## src/rtl/sdram_stream_reader.sv

```systemverilog
// Two-client 128-bit word reader on a 16-bit SDRAM burst port; audio has priority, bounded by a streak limit.
// Optional read watchdog enabled by defining SDRAM_RD_TIMEOUT_EN (adds TIMEOUT parameter, drives rd_err).
//
// state     | meaning
// S_IDLE    | wait for init_done and a request, arbitrate, latch address
// S_ISSUE   | mem_req held until controller accepts
// S_COLLECT | pack 16-bit beats into the 128-bit word
// S_DONE    | word on a_data/v_data, one-cycle ac pulse
module sdram_stream_reader #(
  parameter int A_STREAK_MAX = 4
`ifdef SDRAM_RD_TIMEOUT_EN
  , parameter int TIMEOUT = 255
`endif
) (
  input  logic         Clk50,
  input  logic         reset_n,
  input  logic         init_done,
  input  logic         a_rd,
  input  logic [21:0]  a_addr,
  output logic         a_wait,
  output logic         a_ac,
  output logic [127:0] a_data,
  input  logic         v_rd,
  input  logic [21:0]  v_addr,
  output logic         v_ac,
  output logic [127:0] v_data,
  output logic         mem_req,
  output logic [24:0]  mem_addr,
  input  logic         mem_ready,
  input  logic         mem_rvalid,
  input  logic [15:0]  mem_rdata,
  output logic         rd_err
);

  localparam int BEATS = 8;
  localparam int SW = $clog2(A_STREAK_MAX + 1);

  localparam logic [1:0] S_IDLE    = 2'd0;
  localparam logic [1:0] S_ISSUE   = 2'd1;
  localparam logic [1:0] S_COLLECT = 2'd2;
  localparam logic [1:0] S_DONE    = 2'd3;

  logic [1:0]    state;
  logic          grant_v;
  logic [2:0]    beat_cnt;
  logic [SW-1:0] streak;
  logic [127:0]  word;
  logic [127:0]  word_nxt;
  logic          streak_full;
  logic          pick_v;
  logic          beat_take;
  logic          last_beat;
  logic          wd_expire;
  logic          finish;

  assign streak_full = (streak == SW'(A_STREAK_MAX));
  assign pick_v      = v_rd && (!a_rd || streak_full);
  assign mem_req     = (state == S_ISSUE);
  assign a_wait      = !init_done || (state != S_IDLE && grant_v) ||
                       (state == S_IDLE && v_rd && streak_full);

  // A beat arriving together with mem_ready already belongs to the burst.
  assign beat_take = mem_rvalid && ((state == S_ISSUE && mem_ready) || state == S_COLLECT);
  assign last_beat = beat_take && (beat_cnt == 3'(BEATS - 1));
  assign finish    = (state == S_COLLECT && last_beat) || wd_expire;

  always_comb begin
    word_nxt = word;
    if (beat_take) word_nxt[{beat_cnt, 4'b0000} +: 16] = mem_rdata;
  end

`ifdef SDRAM_RD_TIMEOUT_EN
  localparam int TW = $clog2(TIMEOUT + 1);
  logic [TW-1:0] wd_cnt;

  assign wd_expire = (state == S_ISSUE || state == S_COLLECT) && (wd_cnt == '0);

  always_ff @(posedge Clk50 or negedge reset_n) begin
    if (!reset_n) begin
      wd_cnt <= '0;
      rd_err <= 1'b0;
    end else begin
      if (state == S_IDLE) wd_cnt <= TW'(TIMEOUT - 1);
      else if (wd_cnt != '0) wd_cnt <= wd_cnt - TW'(1);
      if (wd_expire) rd_err <= 1'b1;
    end
  end
`else
  assign wd_expire = 1'b0;
  assign rd_err    = 1'b0;
`endif

  always_ff @(posedge Clk50 or negedge reset_n) begin
    if (!reset_n) begin
      state    <= S_IDLE;
      grant_v  <= 1'b0;
      beat_cnt <= '0;
      streak   <= '0;
      word     <= '0;
      mem_addr <= '0;
      a_data   <= '0;
      v_data   <= '0;
      a_ac     <= 1'b0;
      v_ac     <= 1'b0;
    end else begin
      a_ac <= 1'b0;
      v_ac <= 1'b0;
      if (beat_take) begin
        word     <= word_nxt;
        beat_cnt <= beat_cnt + 3'd1;
      end
      case (state)
        S_IDLE: begin
          if (init_done && (a_rd || v_rd)) begin
            grant_v  <= pick_v;
            word     <= '0;
            beat_cnt <= '0;
            state    <= S_ISSUE;
            if (pick_v) begin
              streak   <= '0;
              mem_addr <= {v_addr, 3'b000};
            end else begin
              mem_addr <= {a_addr, 3'b000};
              if (!streak_full) streak <= streak + SW'(1);
            end
          end
          // The streak only means something while video is actually waiting.
          if (!v_rd) streak <= '0;
        end
        S_ISSUE: begin
          if (mem_ready) state <= S_COLLECT;
        end
        S_COLLECT: begin
        end
        default: state <= S_IDLE;
      endcase
      if (finish) begin
        state <= S_DONE;
        if (grant_v) begin
          v_data <= word_nxt;
          v_ac   <= 1'b1;
        end else begin
          a_data <= word_nxt;
          a_ac   <= 1'b1;
        end
      end
    end
  end

endmodule

```

## config.mk

```make
export PLATFORM = sky130hd
export DESIGN_NAME = sdram_stream_reader
export DESIGN_NICKNAME = d
export VERILOG_FILES = /design/src/rtl/sdram_stream_reader.sv
export SDC_FILE = /design/constraint.sdc
export NUM_CORES = 1
export LEC_CHECK = 0
export ABC_AREA = 1
export CORE_MARGIN = 2
export CORE_UTILIZATION = 45
export CTS_CLUSTER_DIAMETER = 30
export DETAILED_ROUTE_END_ITERATION = 8
export PLACE_DENSITY_LB_ADDON = 0.05
export SETUP_SLACK_MARGIN = 0.5
export SYNTH_ARGS = -nofsm -noshare
export SYNTH_HDL_FRONTEND = slang
export SYNTH_SLANG_ARGS = --single-unit
export TNS_END_PERCENT = 50
```

## constraint.sdc

```tcl
create_clock -name Clk50 -period 5.9 [get_ports Clk50]
set_input_delay 1.77 -clock Clk50 [delete_from_list [all_inputs] [get_ports Clk50]]
set_output_delay 1.77 -clock Clk50 [all_outputs]
set_load 0.03 [all_outputs]
```

==> flow_summary_export.csv <==
group,metric,value,unit
timing,finClkSkew,0.0205,ns
placed_design,routabilityCongestion,0.823,
worst_setup_path,worstPathArrival,3.28,ns
timing,slew_headroom,34.9,%
clock_tree,postCtsResizedCells,0,
synthesis,yosysTopAreaCell,"dfrtp_1",
worst_setup_path,rrSetupSlack,2.52,ns
clock_tree,numCtsBuffers,96,
clock_tree,clk_pin_slew,0.04,ns
power_and_ir_drop,clock_power_share,44.6,%
routing,drtIter0Drc,1127,
status,status,"completed",
layout,antenna_cells,0,
routing,wire_per_inst,18.1,um
floorplanning,fp.dieH,206,um
global_routing,grt_pass1_vias,15900,
clock_tree,ctsHoldBuffers,0,
global_routing,antenna_found_initial,0,
timing,fmax,198,MHz
placed_design,dp_hpwl,35.2,mm
layout,utilization,63.6,%
clock_tree,max-clock-path-buffers,3,
floorplanning,core-area,0.0399,mm^2
synthesis,ys_top_cells_by_count,"nand2_1, dfrtp_1, nand3_1",
synthesis,ys_ff_latch,417,
synthesis,async_flop_share,100,%
routing,ant_nets,0,
timing,finalCritPeriodShare,85.7,%
clock_tree,cts_setup_buffers,0,
synthesis,synth_most_common_cell,"nand2_1",
timing,setup_tns,0,ns
floorplanning,dieArea,0.0422,mm^2
floorplanning,start_util,45.8,%
synthesis,synth_area,0.0183,mm^2
worst_setup_path,slowest_delay,0.70,ns
worst_setup_path,crit_top_cell,"clkdlybuf4s50_1",
clock_tree,tritoncts,"yes",
routing,dr.pass1.iters,6,
power_and_ir_drop,switchingPower,4.05,mW
worst_setup_path,path_buf_inv,3,
worst_setup_path,end_kind,"primary output",
synthesis,synth_area_leaders,"dfrtp_1, nand2_1, nand3_1, inv_1, nor2_1",
worst_setup_path,slowest_stage,"clkdlybuf4s50_1",
layout,n_fill_cell,3437,
synthesis,synth_cells,2219,
layout,final_cell_area,0.0254,mm^2
timing,setup_viol,0,
timing,timing.hold.ws,0.472,ns
synthesis,ys_seq_area_share,57.1,%
synthesis,synth.avg_cell_area,8.24,um^2
routing,vias_per_cell,5.04,
synthesis,synthDistinctLibCells,30,
synthesis,synthFlopType,"dfrtp_1",
global_routing,grt_max_degree,107,
power_and_ir_drop,swShare,33.1,%
worst_setup_path,startpoint_type,"primary input",
routing,route.vias.total,16000,
routing,totalWireLength,57.5,mm
power_and_ir_drop,internal_power,8.19,mW
floorplanning,num_rows,73,
timing,hold_viol,0,
global_routing,track_usage,27.5,%
clock_tree,cts_root_buf,"clkbuf_16",
min_path,hold_class,"reg2reg",
worst_setup_path,path_max_fanout,3,
timing,finalCriticalPeriod,5.05,ns
layout,area_growth,38.9,%
floorplanning,ios,353,
worst_setup_path,path_class,"in2out",
layout,nNetsFinal,2648,
power_and_ir_drop,max-vdd-ir-drop,0.306,mV
power_and_ir_drop,seq_power_share,30.4,%
power_and_ir_drop,p_leak,13.1,nW
global_routing,grt.overflow.total,0,
timing,worstMarginPinSlew,0.977,ns
global_routing,grt_pass1_wl,89.1,mm
worst_setup_path,crit_required,4.13,ns
clock_tree,clkSinkCount,417,
worst_setup_path,cp_top_family,"buffers and inverters",
clock_tree,worstSkewPairLatency,0.61,ns
power_and_ir_drop,power.density,482,mW/mm^2
synthesis,yosysTopAreaCellShare,57.1,%
layout,multi_input_area,0.00657,mm^2
timing,rsz0062_at_grt,"no",
routing,drc_errors,0,
timing,finalMaxSlewViolations,0,
clock_tree,htree_levels,3,
layout,drive_gt1_share,10.4,%
power_and_ir_drop,power_frac_comb,25.0,%
synthesis,synth-warning-count,0,
floorplanning,chipWidth,206,um
placed_design,place_area,0.0220,mm^2
worst_setup_path,crit_chain,"clkdlybuf4s50_1, inv_1, o31ai_1, clkdlybuf4s50_1",
placed_design,io_buffers,348,
layout,regArea,0.0104,mm^2
synthesis,synth_edf_count,0,
job,drv_cap,0,
[layout by cell type (no fill, tap or decap), types with 15 or more instances in the layout]
cell / synthesis / layout
nor2_1: 159 / 159
o21ai_0: 33 / 33
o21ai_1: 15 / 15
clkdlybuf4s50_1: 0 / 347
clkinv_2: 0 / 16
inv_1: 170 / 168
nand3_1: 325 / 325
nand2_2: 64 / 64
clkbuf_8: 0 / 15
clkbuf_16: 0 / 99
nand2_1: 875 / 875
dfrtp_1: 417 / 417
[power by group through the flow]
stage / Combinational [mW] / Clock, mW / Sequential [mW]
CTS: 3.07 / 5.52 / 3.72
detailed placement: 3.04 / 0 / 3.74
global route: 3.39 / 5.68 / 3.77
floorplan: 1.58 / 0 / 4.16
global placement: 3.00 / 0 / 3.73
finish: 3.06 / 5.46 / 3.72
[layout make-up]
cell class	instances	share of cell area, %
sequential	417	41.1
multi-input combinational	1515	25.9
timing repair buffer	363	14.4
clock buffer	124	10.7
inverter	179	2.69
tap	525	2.59
clock inverter	53	2.58
[worst min-delay path, stage by stage, from the launching register on]
cell,delay [ns]
dfrtp_1,0.33
nand2_1,0.05
nand2_1,0.05
[sequential cells by signal, summed over array words and instances, names as in the netlist]
signal    count
a_data      128
v_data      128
word        128
mem_addr     22
beat_cnt      3
streak        3
state         2
a_ac          1
grant_v       1
v_ac          1
[path summary, 6_finish.rpt]
check	startpoint	endpoint	cells past startpoint
worst min-delay path	v_data[76]	v_data[76]	2
worst max-delay path	v_rd	a_wait	4
worst max register to register	beat_cnt[0]	v_data[8]	9
max in group asynchronous	reset_n	a_data[20]	2
worst min register to register	v_data[76]	v_data[76]	2
min in group asynchronous	reset_n	a_data[114]	1
[cell families after synthesis]
family,share of synthesized area (%)
xor+xnor,0.0479
simple gates,33.5
flops,57.1
other cells,0.0205
mux,0.0548
buf+inv,7.01
compound gates,1.66
fa+ha+maj,0.616
[per-stage QoR]
step,worst slack (ns),std cells,total power [mW]
global placement,0.845,2999,6.73
detailed placement,0.849,2999,6.79
CTS,0.849,3176,12.3
global route,0.747,3176,12.8
floorplan,1.52,2222,5.74
finish,0.846,3176,12.2
[metal layers]
layer  GRT usage [%]  vias up  part of all wire, %
met4            9.07        0                  2.5
met2            44.2      539                   47
met1            37.1     7778                   43
met3            6.00       86                  6.8
li1                -     7611                    -
met5               0        -                    0
No activity file was read; power rests on OpenSTA's default activity.
